### config.mk
export PLATFORM = sky130hd
export DESIGN_NAME = pipe_ctrl_chain
export DESIGN_NICKNAME = d
export VERILOG_FILES = /design/src/rtl/pipe_ctrl_chain_pkg.sv /design/src/rtl/pipe_ctrl_chain_stage.sv /design/src/rtl/pipe_ctrl_chain.sv
export SDC_FILE = /design/constraint.sdc
export NUM_CORES = 1
export LEC_CHECK = 0
export CAP_MARGIN = 10
export CELL_PAD_IN_SITES_DETAIL_PLACEMENT = 1
export CELL_PAD_IN_SITES_GLOBAL_PLACEMENT = 1
export CORE_ASPECT_RATIO = 0.7
export CORE_UTILIZATION = 35
export DETAILED_ROUTE_END_ITERATION = 6
export GPL_TIMING_DRIVEN = 1
export PLACE_DENSITY = 0.88
export SYNTH_ARGS = -nofsm -noshare
export SYNTH_HDL_FRONTEND = slang
export SYNTH_SLANG_ARGS = --single-unit
export TNS_END_PERCENT = 30
### constraint.sdc
create_clock -name clk -period 3.6 [get_ports clk]
set_input_delay 0.36 -clock clk [delete_from_list [all_inputs] [get_ports clk]]
set_output_delay 0.36 -clock clk [all_outputs]
set_load 0.005 [all_outputs]
### src/rtl/pipe_ctrl_chain_pkg.sv
// Shared defaults, per-stage control layout and helpers for the back-end
// pipeline register chain.
package pipe_ctrl_chain_pkg;

    localparam int unsigned DEF_DEPTH    = 3;
    localparam int unsigned DEF_WIDTH    = 64;
    localparam int unsigned DEF_REG_BITS = 4;
    localparam int unsigned CNT_W        = 16;

    // Control bits carried alongside every stage payload
    typedef struct packed {
        logic valid;
        logic wb;
        logic mrd;
    } stage_ctrl_t;

    localparam stage_ctrl_t CTRL_BUBBLE = '0;

    function automatic logic [CNT_W-1:0] sat_inc(input logic [CNT_W-1:0] v);
        return (v == {CNT_W{1'b1}}) ? v : v + CNT_W'(1);
    endfunction

endpackage

### src/rtl/pipe_ctrl_chain_stage.sv
// One pipeline stage register: holds when en=0, loads a zeroed bubble or the
// upstream fields when en=1.
module pipe_stage_slot
    import pipe_ctrl_chain_pkg::*;
#(
    parameter int unsigned WIDTH    = DEF_WIDTH,
    parameter int unsigned REG_BITS = DEF_REG_BITS
) (
    input  logic                clk,
    input  logic                rst,
    input  logic                en,
    input  logic                load_bubble,
    input  stage_ctrl_t         d_ctrl,
    input  logic [REG_BITS-1:0] d_dest,
    input  logic [WIDTH-1:0]    d_payload,
    output stage_ctrl_t         q_ctrl,
    output logic [REG_BITS-1:0] q_dest,
    output logic [WIDTH-1:0]    q_payload
);

    stage_ctrl_t         ctrl_q, ctrl_d;
    logic [REG_BITS-1:0] dest_q, dest_d;
    logic [WIDTH-1:0]    payload_q, payload_d;

    // Bubbles clear every field so stage taps never expose stale data
    always_comb begin
        ctrl_d    = ctrl_q;
        dest_d    = dest_q;
        payload_d = payload_q;
        if (en) begin
            if (load_bubble) begin
                ctrl_d    = CTRL_BUBBLE;
                dest_d    = '0;
                payload_d = '0;
            end else begin
                ctrl_d    = d_ctrl;
                dest_d    = d_dest;
                payload_d = d_payload;
            end
        end
    end

    always_ff @(posedge clk or negedge rst) begin
        if (!rst) begin
            ctrl_q    <= CTRL_BUBBLE;
            dest_q    <= '0;
            payload_q <= '0;
        end else begin
            ctrl_q    <= ctrl_d;
            dest_q    <= dest_d;
            payload_q <= payload_d;
        end
    end

    assign q_ctrl    = ctrl_q;
    assign q_dest    = dest_q;
    assign q_payload = payload_q;

endmodule

### src/rtl/pipe_ctrl_chain.sv
// EXE..WB pipeline register chain with bubble insertion, branch squash,
// global hold, RAW hazard detection and a saturating stall counter.
module pipe_ctrl_chain
    import pipe_ctrl_chain_pkg::*;
#(
    parameter int unsigned DEPTH    = DEF_DEPTH,
    parameter int unsigned WIDTH    = DEF_WIDTH,
    parameter int unsigned REG_BITS = DEF_REG_BITS,
    parameter int unsigned FWD_EN   = 0
) (
    input  logic                   clk,
    input  logic                   rst,
    input  logic                   in_valid,
    input  logic [WIDTH-1:0]       in_payload,
    input  logic [REG_BITS-1:0]    in_dest,
    input  logic                   in_wb_en,
    input  logic                   in_mem_r_en,
    input  logic [REG_BITS-1:0]    in_src1,
    input  logic [REG_BITS-1:0]    in_src2,
    input  logic                   in_two_src,
    input  logic                   branch_taken,
    input  logic                   hold,
    output logic                   hazard,
    output logic                   freeze_up,
    output logic [DEPTH-1:0]       stage_valid,
    output logic [DEPTH*WIDTH-1:0] stage_payload,
    output logic                   out_valid,
    output logic                   out_wb_en,
    output logic [REG_BITS-1:0]    out_dest,
    output logic [CNT_W-1:0]       hazard_cnt
);

    stage_ctrl_t         ctrl_q    [DEPTH];
    logic [REG_BITS-1:0] dest_q    [DEPTH];
    logic [WIDTH-1:0]    payload_q [DEPTH];

    stage_ctrl_t      in_ctrl;
    logic             stage_en;
    logic             bubble0;
    logic [DEPTH-1:0] chk;
    logic [DEPTH-1:0] m1;
    logic [DEPTH-1:0] m2;
    logic             raw;
    logic [CNT_W-1:0] cnt_q, cnt_d;

    assign in_ctrl  = '{valid: in_valid, wb: in_wb_en, mrd: in_mem_r_en};
    assign stage_en = !hold;
    assign bubble0  = branch_taken | hazard | !in_valid;

    for (genvar k = 0; k < DEPTH; k++) begin : g_stage
        if (k == 0) begin : g_head
            pipe_stage_slot #(.WIDTH(WIDTH), .REG_BITS(REG_BITS)) u_slot (
                .clk        (clk),
                .rst        (rst),
                .en         (stage_en),
                .load_bubble(bubble0),
                .d_ctrl     (in_ctrl),
                .d_dest     (in_dest),
                .d_payload  (in_payload),
                .q_ctrl     (ctrl_q[k]),
                .q_dest     (dest_q[k]),
                .q_payload  (payload_q[k])
            );
        end else begin : g_body
            pipe_stage_slot #(.WIDTH(WIDTH), .REG_BITS(REG_BITS)) u_slot (
                .clk        (clk),
                .rst        (rst),
                .en         (stage_en),
                .load_bubble(1'b0),
                .d_ctrl     (ctrl_q[k-1]),
                .d_dest     (dest_q[k-1]),
                .d_payload  (payload_q[k-1]),
                .q_ctrl     (ctrl_q[k]),
                .q_dest     (dest_q[k]),
                .q_payload  (payload_q[k])
            );
        end

        assign stage_valid[k]                 = ctrl_q[k].valid;
        assign stage_payload[k*WIDTH +: WIDTH] = payload_q[k];
        assign m1[k] = (dest_q[k] == in_src1);
        assign m2[k] = (dest_q[k] == in_src2);

        // WB stage is write-through, so it never produces a hazard
        if (k == DEPTH - 1) begin : g_chk_wb
            assign chk[k] = 1'b0;
        end else if (FWD_EN == 0) begin : g_chk_all
            assign chk[k] = ctrl_q[k].valid & ctrl_q[k].wb;
        end else if (k == 0) begin : g_chk_load
            assign chk[k] = ctrl_q[k].valid & ctrl_q[k].wb & ctrl_q[k].mrd;
        end else begin : g_chk_fwd
            assign chk[k] = 1'b0;
        end
    end

    assign raw       = in_valid & ((|(chk & m1)) | (in_two_src & (|(chk & m2))));
    assign hazard    = raw & !branch_taken & !hold;
    assign freeze_up = hazard | hold;

    // Stall-cycle counter; hazard is already masked by hold
    always_comb begin
        cnt_d = cnt_q;
        if (hazard) begin
            cnt_d = sat_inc(cnt_q);
        end
    end

    always_ff @(posedge clk or negedge rst) begin
        if (!rst) begin
            cnt_q <= '0;
        end else begin
            cnt_q <= cnt_d;
        end
    end

    assign hazard_cnt = cnt_q;
    assign out_valid  = ctrl_q[DEPTH-1].valid;
    assign out_wb_en  = ctrl_q[DEPTH-1].valid & ctrl_q[DEPTH-1].wb;
    assign out_dest   = dest_q[DEPTH-1];

endmodule
==> metrics.yaml, run 1 <==
status:
  status: "finished clean"
route:
  ant_nets: 0
  vias: 5940
  drcViolationCount: 0
  highest_layer: "met4"
  drt_iter0_markers: 246
  viasPerCell: 4.958
  m1WireLength_mm: 10.60
  drt-total-wl_mm: 25.76
  first_pass_iters: 4
  route.met2.wl_mm: 12.17
  dr_wl_met3_mm: 2.485
  routedWlPerCell_um: 21.50
cells_and_area:
  drive_above_1_share_pct: 22.95
  final_cell_count_no_fill: 1198
  fin_nets: 947
  syn2layout_area_growth_pct: 47.50
  final_core_util_pct: 53.45
  n_antenna_cell: 0
  fin_area_mm2: 0.01286
timing:
  setup_tns_ns: 0
  fin_ws_ns: 0.6132
  fin_crit_sh_pct: 82.97
  hold_viol_final: 0
  hold_ws_ns: 0.4520
  min_period_ns: 2.987
  maxSlewViolCount: 0
  grt_setup_unrepaired: "false"
  finalSetupViolCount: 0
  worstMarginPinSlew_ns: 0.8320
  finalClockSkew_ns: 0.01780
  slew_headroom_pct: 44.54
  fmax_mhz: 334.8
flow_run:
  drv_cap: 0
grt:
  grt_max_degree: 109
  grt_overflow: 0
  grt_pass1_vias: 6695
  grtUsageTotal_pct: 20.16
  antenna_found_initial: 1
  grt_pass1_wl_mm: 40.19
yosys:
  yosys_warnings: 0
  async_flop_share_pct: 100.0
  ys_dominant_reg_cell: "dfrtp_1"
  yosysMostFrequentCell: "dfrtp_1"
  avgSynthCellArea_um2: 15.40
  synth.net_count: 651
  synth_area_leaders: "dfrtp_1 (65%), mux2_2 (18%), a22o_1 (6.9%), xor2_1 (2.6%), clkbuf_1 (1.2%)"
  syn-cell-area_mm2: 0.008716
  ys_types: 29
  synth-edff-count: 0
  synth_commonest_cells: "dfrtp_1 (226), mux2_2 (142), a22o_1 (69)"
  synth_top_area_share_pct: 64.89
  yosysSeqAreaShare_pct: 64.89
  ys_ff_latch: 226
  synth_top_cell_by_area: "dfrtp_1"
  syn_inst: 566
power:
  vdd_drop_max_v: 0.0003505
  power_density_mw_per_mm2: 485.0
  total_power_mw: 6.235
  power.leakage_nw: 5.887
floorplanning:
  initial_core_util_pct: 36.24
  die_h_um: 134.0
  io_pins: 303
  core.rowCount: 47
  die_area_mm2: 0.02555
  die_w_um: 190.6
  coreArea_mm2: 0.02405
clock_tree:
  cts_buffers: 24
  htree_levels: 1
  cts_root_buf: "clkbuf_16"
  clock_latency_ns: 0.51
  post_cts_resized: 0
  clk_pin_slew_ns: 0.06
  cts_buffer_depth: 3
  cts_tree: "yes"
  cts_num_sinks: 226
setup_path:
  slowest_stage: "clkdlybuf4s50_1"
  worstPathArrival_ns: 2.63
  cp_max_fo: 16
  worstSetupPathType: "flip-flop to output pin"
  crit_family: "buffers and inverters"
  cp_cell_sequence: "xor2_1 -> nor4_1 -> a41oi_1 -> and2_1 -> buf_4 -> nor2_1 -> clkdlybuf4s50_1"
  crit_buf_inv: 2
  reg2reg_depth: 7
  cp.depth: 7
  worst-endpoint-required_ns: 3.24
  startpoint_type: "flip-flop"
  crit_path_end_kind: "output pin"
  max_stage_delay_ns: 0.52
placement:
  post_dp_cell_area_mm2: 0.01203
  dp_hpwl_mm: 17.45
  portBuffers: 301
  dp_cells: 1153
  globalplace.congestion: 0.7533
  pre_cts_ws_ns: 0.7245
min_path:
  min_path_type: "input port to flip-flop"
  hold_depth: 2
## state kept, by name, indices dropped and copies added (netlist names)
name                             flops
hazard_cnt                          16
g_stage.g_head.u_slot.q_dest         4
g_stage.g_head.u_slot.q_payload     64
g_stage.g_body.u_slot.q_ctrl         4
g_stage.g_body.u_slot.q_dest         8
g_stage.g_body.u_slot.q_payload    128
g_stage.g_head.u_slot.q_ctrl         2
## layer usage
metal  GRT usage (%)  up-vias
met1           25.26     3025
met3           7.405       30
met4           4.933        0
li1                -     2646
met5               0        -
met2           33.05      239
## cell type report
class,instances,area (um2)
clock buffer,32,681.9
clock inverter,12,133.9
fill,2302,11200
multi-input combinational,298,2855
sequential,226,5655
tap,318,397.9
timing repair buffer,312,3132
## placed cells by master (no fill, tap or decap), drive strengths merged
cell type      Yosys  final
clkdlybuf4s50      0    299
dfrtp            226    226
mux2             142    142
a22o              69     69
clkbuf            27     33
xor2              26     26
buf               15     11
nor4               9      9
nor3               8      8
nand2              8      8
clkinv             0      7
nand4              6      6
nor2               6      6
nand3              6      6
xnor2              4      4
and2               3      3
nand2b             2      2
nor4b              2      2
clkinvlp           0      2
bufinv             0      2
or2                1      1
a41oi              1      1
o21bai             1      1
or3                1      1
and3               1      1
a21o               1      1
ha                 1      1
inv                0      1
dlygate4sd3        0      1
## cells by family (layout without fill, tap and decap cells)
kind of cell    count (synthesis)  after routing  synth area share [%]
buf+inv                        42            356                 2.369
mux                           142            142                 18.35
compound gates                 72             72                 7.207
fa+ha+maj                       1              1                0.1435
simple gates                   53             53                 4.034
flops                         226            226                 64.89
xor+xnor                       30             30                 3.015
## worst paths after layout
path	slack, ns	to	startpoint
worst max register to register	1.30	hazard_cnt[1]	g_stage[0].g_head.u_slot.q_dest[3]
min in group asynchronous	0.50	g_stage[1].g_body.u_slot.q_payload[61]	rst
worst min-delay path	0.45	g_stage[0].g_head.u_slot.q_dest[2]	in_dest[2]
worst min register to register	0.50	g_stage[2].g_body.u_slot.q_ctrl[1]	g_stage[2].g_body.u_slot.q_ctrl[1]
max in group asynchronous	2.14	g_stage[1].g_body.u_slot.q_payload[21]	rst
worst max-delay path	0.61	hazard	g_stage[0].g_head.u_slot.q_dest[3]
## power breakdown
group	total [mW]	internal, mW	switching [mW]
clock	2.53	1.49	1.04
combinational	0.842	0.536	0.306
sequential	2.86	2.72	0.141
## repair_timing
action                                 4_1_cts  5_1_grt
hold buffers                                 1        0
buffers inserted                             0        0
endpoints found under the hold margin      105        0
(Power assumes the default switching activity.)
==> run 2: changes to the inputs <==
--- a/config.mk
+++ b/config.mk
@@ -9,10 +9,10 @@
 export CELL_PAD_IN_SITES_DETAIL_PLACEMENT = 1
 export CELL_PAD_IN_SITES_GLOBAL_PLACEMENT = 1
 export CORE_ASPECT_RATIO = 0.7
-export CORE_UTILIZATION = 35
+export CORE_UTILIZATION = 33
 export DETAILED_ROUTE_END_ITERATION = 6
 export GPL_TIMING_DRIVEN = 1
-export PLACE_DENSITY = 0.88
+export PLACE_DENSITY = 0.87
 export SYNTH_ARGS = -nofsm -noshare
 export SYNTH_HDL_FRONTEND = slang
 export SYNTH_SLANG_ARGS = --single-unit
==> constraint.sdc (replaced) <==
create_clock -name clk -period 2.7 [get_ports clk]
set_input_delay 0.27 -clock clk [delete_from_list [all_inputs] [get_ports clk]]
set_output_delay 0.27 -clock clk [all_outputs]
set_load 0.005 [all_outputs]
==> run 2 against run 1 <==
  * Wire length is 2.4% higher
  * Worst hold slack worse by 0.11 ns
  * Setup slack worse by 0.50 ns
  * Highest routed layer is now met5
  * Critical path depth is 1 higher
  * Power is 32% higher
==> metrics.yaml, run 2 (synthesized netlist as in run 1, its figures left out) <==
timing:
  hold_ws_ns: 0.3403  # was 0.4520 ns
  fin_crit_sh_pct: 95.63
  finalClockSkew_ns: 0.01593  # was 0.01780 ns
  finalSetupViolCount: 0  # unchanged
  setup_tns_ns: 0  # unchanged
  hold_viol_final: 0  # unchanged
  fmax_mhz: 387.3
  maxSlewViolCount: 0  # unchanged
  min_period_ns: 2.582
  worstMarginPinSlew_ns: 0.6403  # was 0.8320 ns
  slew_headroom_pct: 57.31  # was 44.54%
cells_and_area:
  syn2layout_area_growth_pct: 48.81  # was 47.50%
  final_core_util_pct: 50.25  # was 53.45%
  layout_common_cells: "clkdlybuf4s50_1 (297), dfrtp_1 (224), mux2_2 (142)"  # was clkdlybuf4s50_1 (299), dfrtp_1 (226), mux2_2 (142)
  fin_nets: 955  # was 947
  final_common_cell: "clkdlybuf4s50_1"  # unchanged
  n_antenna_cell: 0  # unchanged
  largest_register_ffs: 128  # unchanged
  multiInputGateArea_mm2: 0.002880  # was 0.002855 mm2
  fin_area_mm2: 0.01297  # was 0.01286 mm2
  regArea_mm2: 0.005658  # was 0.005655 mm2
  fillerInstances: 2502  # was 2302
  drive_above_1_share_pct: 24.29  # was 22.95%
clock_tree:
  cts_root_buf: "clkbuf_16"  # unchanged
  cts_buffer_depth: 3  # unchanged
  cts_buffers: 23  # was 24
  cts_num_sinks: 226  # unchanged
  clk_pin_slew_ns: 0.07  # was 0.06 ns
  clock_latency_ns: 0.53  # was 0.51 ns
  cts_tree: "yes"  # unchanged
  htree_levels: 1  # unchanged
setup_path:
  worst-endpoint-required_ns: 2.43  # was 3.24 ns
  startpoint_type: "flip-flop"  # unchanged
  cp_cell_sequence: "xnor2_1 -> nand3_1 -> nor4_4 -> a41oi_2 -> and2_4 -> buf_4 -> o21bai_1 -> clkbuf_2"  # was xor2_1 -> nor4_1 -> a41oi_1 -> and2_1 -> buf_4 -> nor2_1 -> clkdlybuf4s50_1
  worstPathArrival_ns: 2.31  # was 2.63 ns
  crit_buf_inv: 2  # unchanged
  r2r_start: "g_stage[0].g_head.u_slot.q_dest[0]"  # was g_stage[0].g_head.u_slot.q_dest[3]
  cp_max_fo: 4  # was 16
  worstSetupPathType: "flip-flop to output pin"  # unchanged
  crit_family: "simple AND/OR/NAND/NOR gates"  # was buffers and inverters
  max_stage_delay_ns: 0.44  # was 0.52 ns
  slowest_stage: "dfrtp_2"  # was clkdlybuf4s50_1
  crit_path_end_kind: "output pin"  # unchanged
  reg2reg_depth: 8  # was 7
  worst-r2r-setup-slack_ns: 0.44  # was 1.30 ns
  rr_endpoint: "hazard_cnt[1]"  # unchanged
route:
  drt-total-wl_mm: 26.37  # was 25.76 mm
  routedWlPerCell_um: 21.23  # was 21.50 um
  vias: 5945  # was 5940
  ant_nets: 0  # unchanged
  drt_iter0_markers: 160  # was 246
  drcViolationCount: 0  # unchanged
  viasPerCell: 4.787  # was 4.958
  first_pass_iters: 4  # unchanged
placement:
  dp_hpwl_mm: 17.88  # was 17.45 mm
  globalplace.congestion: 0.8039  # was 0.7533
  portBuffers: 301  # unchanged
  post_dp_cell_area_mm2: 0.01214  # was 0.01203 mm2
grt:
  grtUsageMet3_pct: 7.977  # was 7.405%
  grtUsageTotal_pct: 19.00  # was 20.16%
  grt_overflow: 0  # unchanged
  use_met2_pct: 32.03  # was 33.05%
  grt_pass1_vias: 6638  # was 6695
  antenna_found_initial: 1  # unchanged
  met1_usage_pct: 22.65  # was 25.26%
  grt_pass1_wl_mm: 39.36  # was 40.19 mm
  grt_busiest_layer: "met2"  # unchanged
  grt_max_degree: 107  # was 109
floorplanning:
  die_h_um: 138.0  # was 134.0 um
  initial_core_util_pct: 33.77  # was 36.24%
  die_area_mm2: 0.02708  # was 0.02555 mm2
  io_pins: 303  # unchanged
  die_w_um: 196.2  # was 190.6 um
  coreArea_mm2: 0.02581  # was 0.02405 mm2
  core.rowCount: 49  # was 47
power:
  power.leakage_nw: 5.943  # was 5.887 nW
  power_density_mw_per_mm2: 632.5  # was 485.0 mW/mm2
  total_power_mw: 8.204  # was 6.235 mW
  vdd_drop_max_v: 0.0003959  # was 0.0003505 V
status:
  status: "finished clean"  # unchanged
flow_run:
  drv_cap: 0  # unchanged
min_path:
  min_path_type: "input port to asynchronous set/reset pin"  # was input port to flip-flop
-- run 2: changes by cell type in the layout (fill, tap and decap cells not counted), sizes merged --
cell,change
clkinvlp,-1
dlymetal6s2s,+1
inv,+1
clkinv,-4
bufinv,-1
buf,+9
clkdlybuf4s50,-2
clkbuf,+2
-- run 2: repair_timing --
action / 4_1_cts / 5_1_grt
endpoints found under the setup margin: 2 / 1
gates resized for setup: 5 / 6
endpoints found under the hold margin: 73 / 0
setup buffers: 3 / 1
pin swaps: 2 / 2
hold buffers: 1 / 0
-- run 2: final cells by class --
cell class	count	area share [%]
Multi-Input combinational cell	298	22.21
Timing Repair Buffer	321	24.84
Clock buffer	33	5.344
Clock inverter	7	0.5402
Tap cell	357	3.444
Sequential cell	226	43.62
-- run 2: metal layers --
metal | share of wire (%) | vias up | routed length [um]
li1 | - | 2650 | -
met1 | 40 | 3026 | 10680
met2 | 48 | 230 | 12610
met3 | 9.6 | 37 | 2542
met4 | 2.0 | 2 | 527
met5 | 0.046 | - | 12
-- run 2: how the worst max path moves through the flow --
stage,cells after the start,endpoint,slack [ns],from
after floorplan,7,hazard_cnt[1],0.77,g_stage[0].g_head.u_slot.q_dest[3]
after global placement,9,hazard_cnt[1],0.18,in_src1[0]
after detailed placement,8,freeze_up,0.13,in_src1[0]
after CTS,6,hazard,0.06,g_stage[1].g_body.u_slot.q_dest[1]
after global routing,8,freeze_up,-0.02,g_stage[0].g_head.u_slot.q_dest[0]
final,8,freeze_up,0.12,g_stage[0].g_head.u_slot.q_dest[0]
-- run 2: stage by stage --
stage / cells / setup WS (ns)
global placement: 1197 / 0.1765
floorplan: 566 / 0.7749
CTS: 1241 / 0.06494
detailed placement: 1197 / 0.1313
global route: 1242 / -0.02254
finish: 1242 / 0.1180
-- run 2: where the power goes --
| group | internal [mW] | leakage (nW) | switching (mW) |
|---|---|---|---|
| Combinational | 0.723 | 2.51 | 0.415 |
| Clock | 1.88 | 0.378 | 1.37 |
| Sequential | 3.63 | 3.05 | 0.189 |
| Total | 6.23 | 5.94 | 1.97 |
==> run 3: changes to the inputs <==
--- a/config.mk
+++ b/config.mk
@@ -13,6 +13,7 @@
 export DETAILED_ROUTE_END_ITERATION = 6
 export GPL_TIMING_DRIVEN = 1
 export PLACE_DENSITY = 0.87
+export REMOVE_ABC_BUFFERS = 1
 export SYNTH_ARGS = -nofsm -noshare
 export SYNTH_HDL_FRONTEND = slang
 export SYNTH_SLANG_ARGS = --single-unit
==> run 3 against run 2 <==
  * Non-clock buffer count fell by 3
  * Setup slack improved by 0.15 ns
  * Design area did not move
  * Via count rose by 0.30%
  * Sequential power barely moved
  * Die area did not move
  * Clock skew barely moved
  * Fmax rose by 6.1%
  * Count of clock-buffer cells in the layout fell by 7
  * Flip-flop and latch count did not move
  * Sequential share of layout area barely moved
  * Critical endpoint unchanged
  * Highest routed layer is now met4
==> metrics.yaml, run 3 (synthesized netlist as in run 1, its figures left out) <==
route:
  drt_iter0_markers: 205  # was 160
  routedWlPerCell_um: 20.08  # was 21.23 um
  dr_wl_met3_mm: 2.103  # was 2.542 mm
  ant_nets: 0  # unchanged
  highest_layer: "met4"  # was met5
  route.met2.wl_mm: 11.88  # was 12.61 mm
  first_pass_iters: 4  # unchanged
  drt-total-wl_mm: 24.92  # was 26.37 mm
  viasPerCell: 4.805  # was 4.787
  vias: 5963  # was 5945
  m1WireLength_mm: 10.28  # was 10.68 mm
  drcViolationCount: 0  # unchanged
cells_and_area:
  syn2layout_area_growth_pct: 48.81  # unchanged
  fin_area_mm2: 0.01297  # unchanged
  final_core_util_pct: 50.25  # unchanged
  drive_above_1_share_pct: 23.87  # was 24.29%
  layout_common_cells: "clkdlybuf4s50_1 (297), dfrtp_1 (226), mux2_2 (142)"  # was clkdlybuf4s50_1 (297), dfrtp_1 (224), mux2_2 (142)
  final_common_cell: "clkdlybuf4s50_1"  # unchanged
  fin_nets: 952  # was 955
  n_antenna_cell: 0  # unchanged
  largest_register_ffs: 128  # unchanged
setup_path:
  worstSetupPathType: "flip-flop to output pin"  # unchanged
  startpoint_type: "flip-flop"  # unchanged
  crit_path_end_kind: "output pin"  # unchanged
  reg2reg_depth: 7  # was 8
  cp_max_fo: 4  # unchanged
  worstPathArrival_ns: 2.16  # was 2.31 ns
  worst-endpoint-required_ns: 2.43  # about the same
  crit_start: "g_stage[0].g_head.u_slot.q_dest[2]"  # was g_stage[0].g_head.u_slot.q_dest[0]
  r2r_start: "hazard_cnt[3]"  # was g_stage[0].g_head.u_slot.q_dest[0]
placement:
  globalplace.congestion: 0.8260  # was 0.8039
  dp_hpwl_mm: 17.16  # was 17.88 mm
  pre_cts_ws_ns: 0.1409  # was 0.1313 ns
  post_dp_cell_area_mm2: 0.01213  # was 0.01214 mm2
  portBuffers: 301  # unchanged
floorplanning:
  core.rowCount: 49  # unchanged
  coreArea_mm2: 0.02581  # unchanged
  die_h_um: 138.0  # unchanged
  io_pins: 303  # unchanged
  die_area_mm2: 0.02708  # unchanged
  initial_core_util_pct: 33.77  # unchanged
  die_w_um: 196.2  # unchanged
timing:
  slew_headroom_pct: 51.93  # was 57.31%
  maxSlewViolCount: 0  # unchanged
  setup_tns_ns: 0  # unchanged
  worstMarginPinSlew_ns: 0.7210  # was 0.6403 ns
  hold_viol_final: 0  # unchanged
  grt_setup_unrepaired: "false"
  fmax_mhz: 411.1  # was 387.3 MHz
  fin_crit_sh_pct: 90.09  # was 95.63%
  fin_ws_ns: 0.2675  # was 0.1180 ns
  finalClockSkew_ns: 0.01582  # was 0.01593 ns
  min_period_ns: 2.433  # was 2.582 ns
  hold_ws_ns: 0.1246  # was 0.3403 ns
  finalSetupViolCount: 0  # unchanged
grt:
  antenna_found_initial: 0  # was 1
  grt_max_degree: 133  # was 107
  grtUsageTotal_pct: 18.23  # was 19.00%
  grt_pass1_vias: 6574  # was 6638
  grt_pass1_wl_mm: 38.51  # was 39.36 mm
  grt_overflow: 0  # unchanged
clock_tree:
  cts_tree: "yes"  # unchanged
  clock_latency_ns: 0.51  # was 0.53 ns
  cts_num_sinks: 226  # unchanged
  clk_pin_slew_ns: 0.06  # was 0.07 ns
  cts_root_buf: "clkbuf_16"  # unchanged
  cts_buffers: 23  # unchanged
  htree_levels: 1  # unchanged
  cts_buffer_depth: 3  # unchanged
power:
  power_density_mw_per_mm2: 640.1  # was 632.5 mW/mm2
  vdd_drop_max_v: 0.0004849  # was 0.0003959 V
  power.leakage_nw: 5.947  # was 5.943 nW
status:
  status: "finished clean"  # unchanged
flow_run:
  drv_cap: 0  # unchanged
min_path:
  min_path_type: "input port to flip-flop"  # was input port to asynchronous set/reset pin
  hold_depth: 2
  hp-start: "hold"
run 3: changes by cell type in the layout (fill, tap and decap cells not counted), sizes merged:
cell,previous run,this run
clkinvlp,1,2
buf,20,18
dlygate4sd2,0,1
clkinv,3,8
bufinv,1,4
clkbuf,35,26
run 3: repair_timing:
item                                    in CTS  in global routing
endpoints found under the hold margin       83                  0
pin swaps                                    3                  1
endpoints found under the setup margin       2                  1
gates resized for setup                      4                  1
buffers inserted                             2                  0
hold buffers                                 1                  0
run 3: worst paths after layout:
check                                                          to  slack, ns
min                         g_stage[0].g_head.u_slot.q_payload[5]       0.12
max reg2reg                                        hazard_cnt[10]       0.49
min in group asynchronous  g_stage[2].g_body.u_slot.q_payload[54]       0.36
min reg2reg                    g_stage[2].g_body.u_slot.q_ctrl[1]       0.50
max in group asynchronous      g_stage[2].g_body.u_slot.q_ctrl[1]       1.54
max                                                     freeze_up       0.27
run 3: cell type report:
class,instances,area (um2)
multi-input cells,298,2864
clock inverters,16,196.4
repair buffers,318,3201
well taps,357,446.7
fillers,2536,12840
flip-flops and latches,226,5655
clock buffers,26,606.8
run 3: metrics by stage:
stage	power, mW	instances
3_5_place_dp	5.000	1196
5_1_grt	8.640	1241
2_1_floorplan	4.124	524
3_3_place_gp	4.950	1196
4_1_cts	8.438	1241
6_report	8.302	1241
run 3: critical path, cell delays in order (launching register included):
cell	delay, ns
dfrtp_1	0.42
buf_4	0.15
xor2_1	0.15
nor4_1	0.26
a41oi_1	0.10
and2_4	0.22
o21bai_1	0.12
dlygate4sd2_1	0.24
run 3: layer usage:
metal  up-vias  global-route usage, %
met5         -                      0
met3        39                  6.518
li1       2649                      -
met4         0                  5.035
met2       211                  30.17
met1      3064                  22.63
run 3: report_power, final:
group | leakage, nW | internal, mW | switching, mW
sequential | 3.06 | 3.63 | 0.183
clock | 0.396 | 2.01 | 1.36
combinational | 2.50 | 0.723 | 0.402
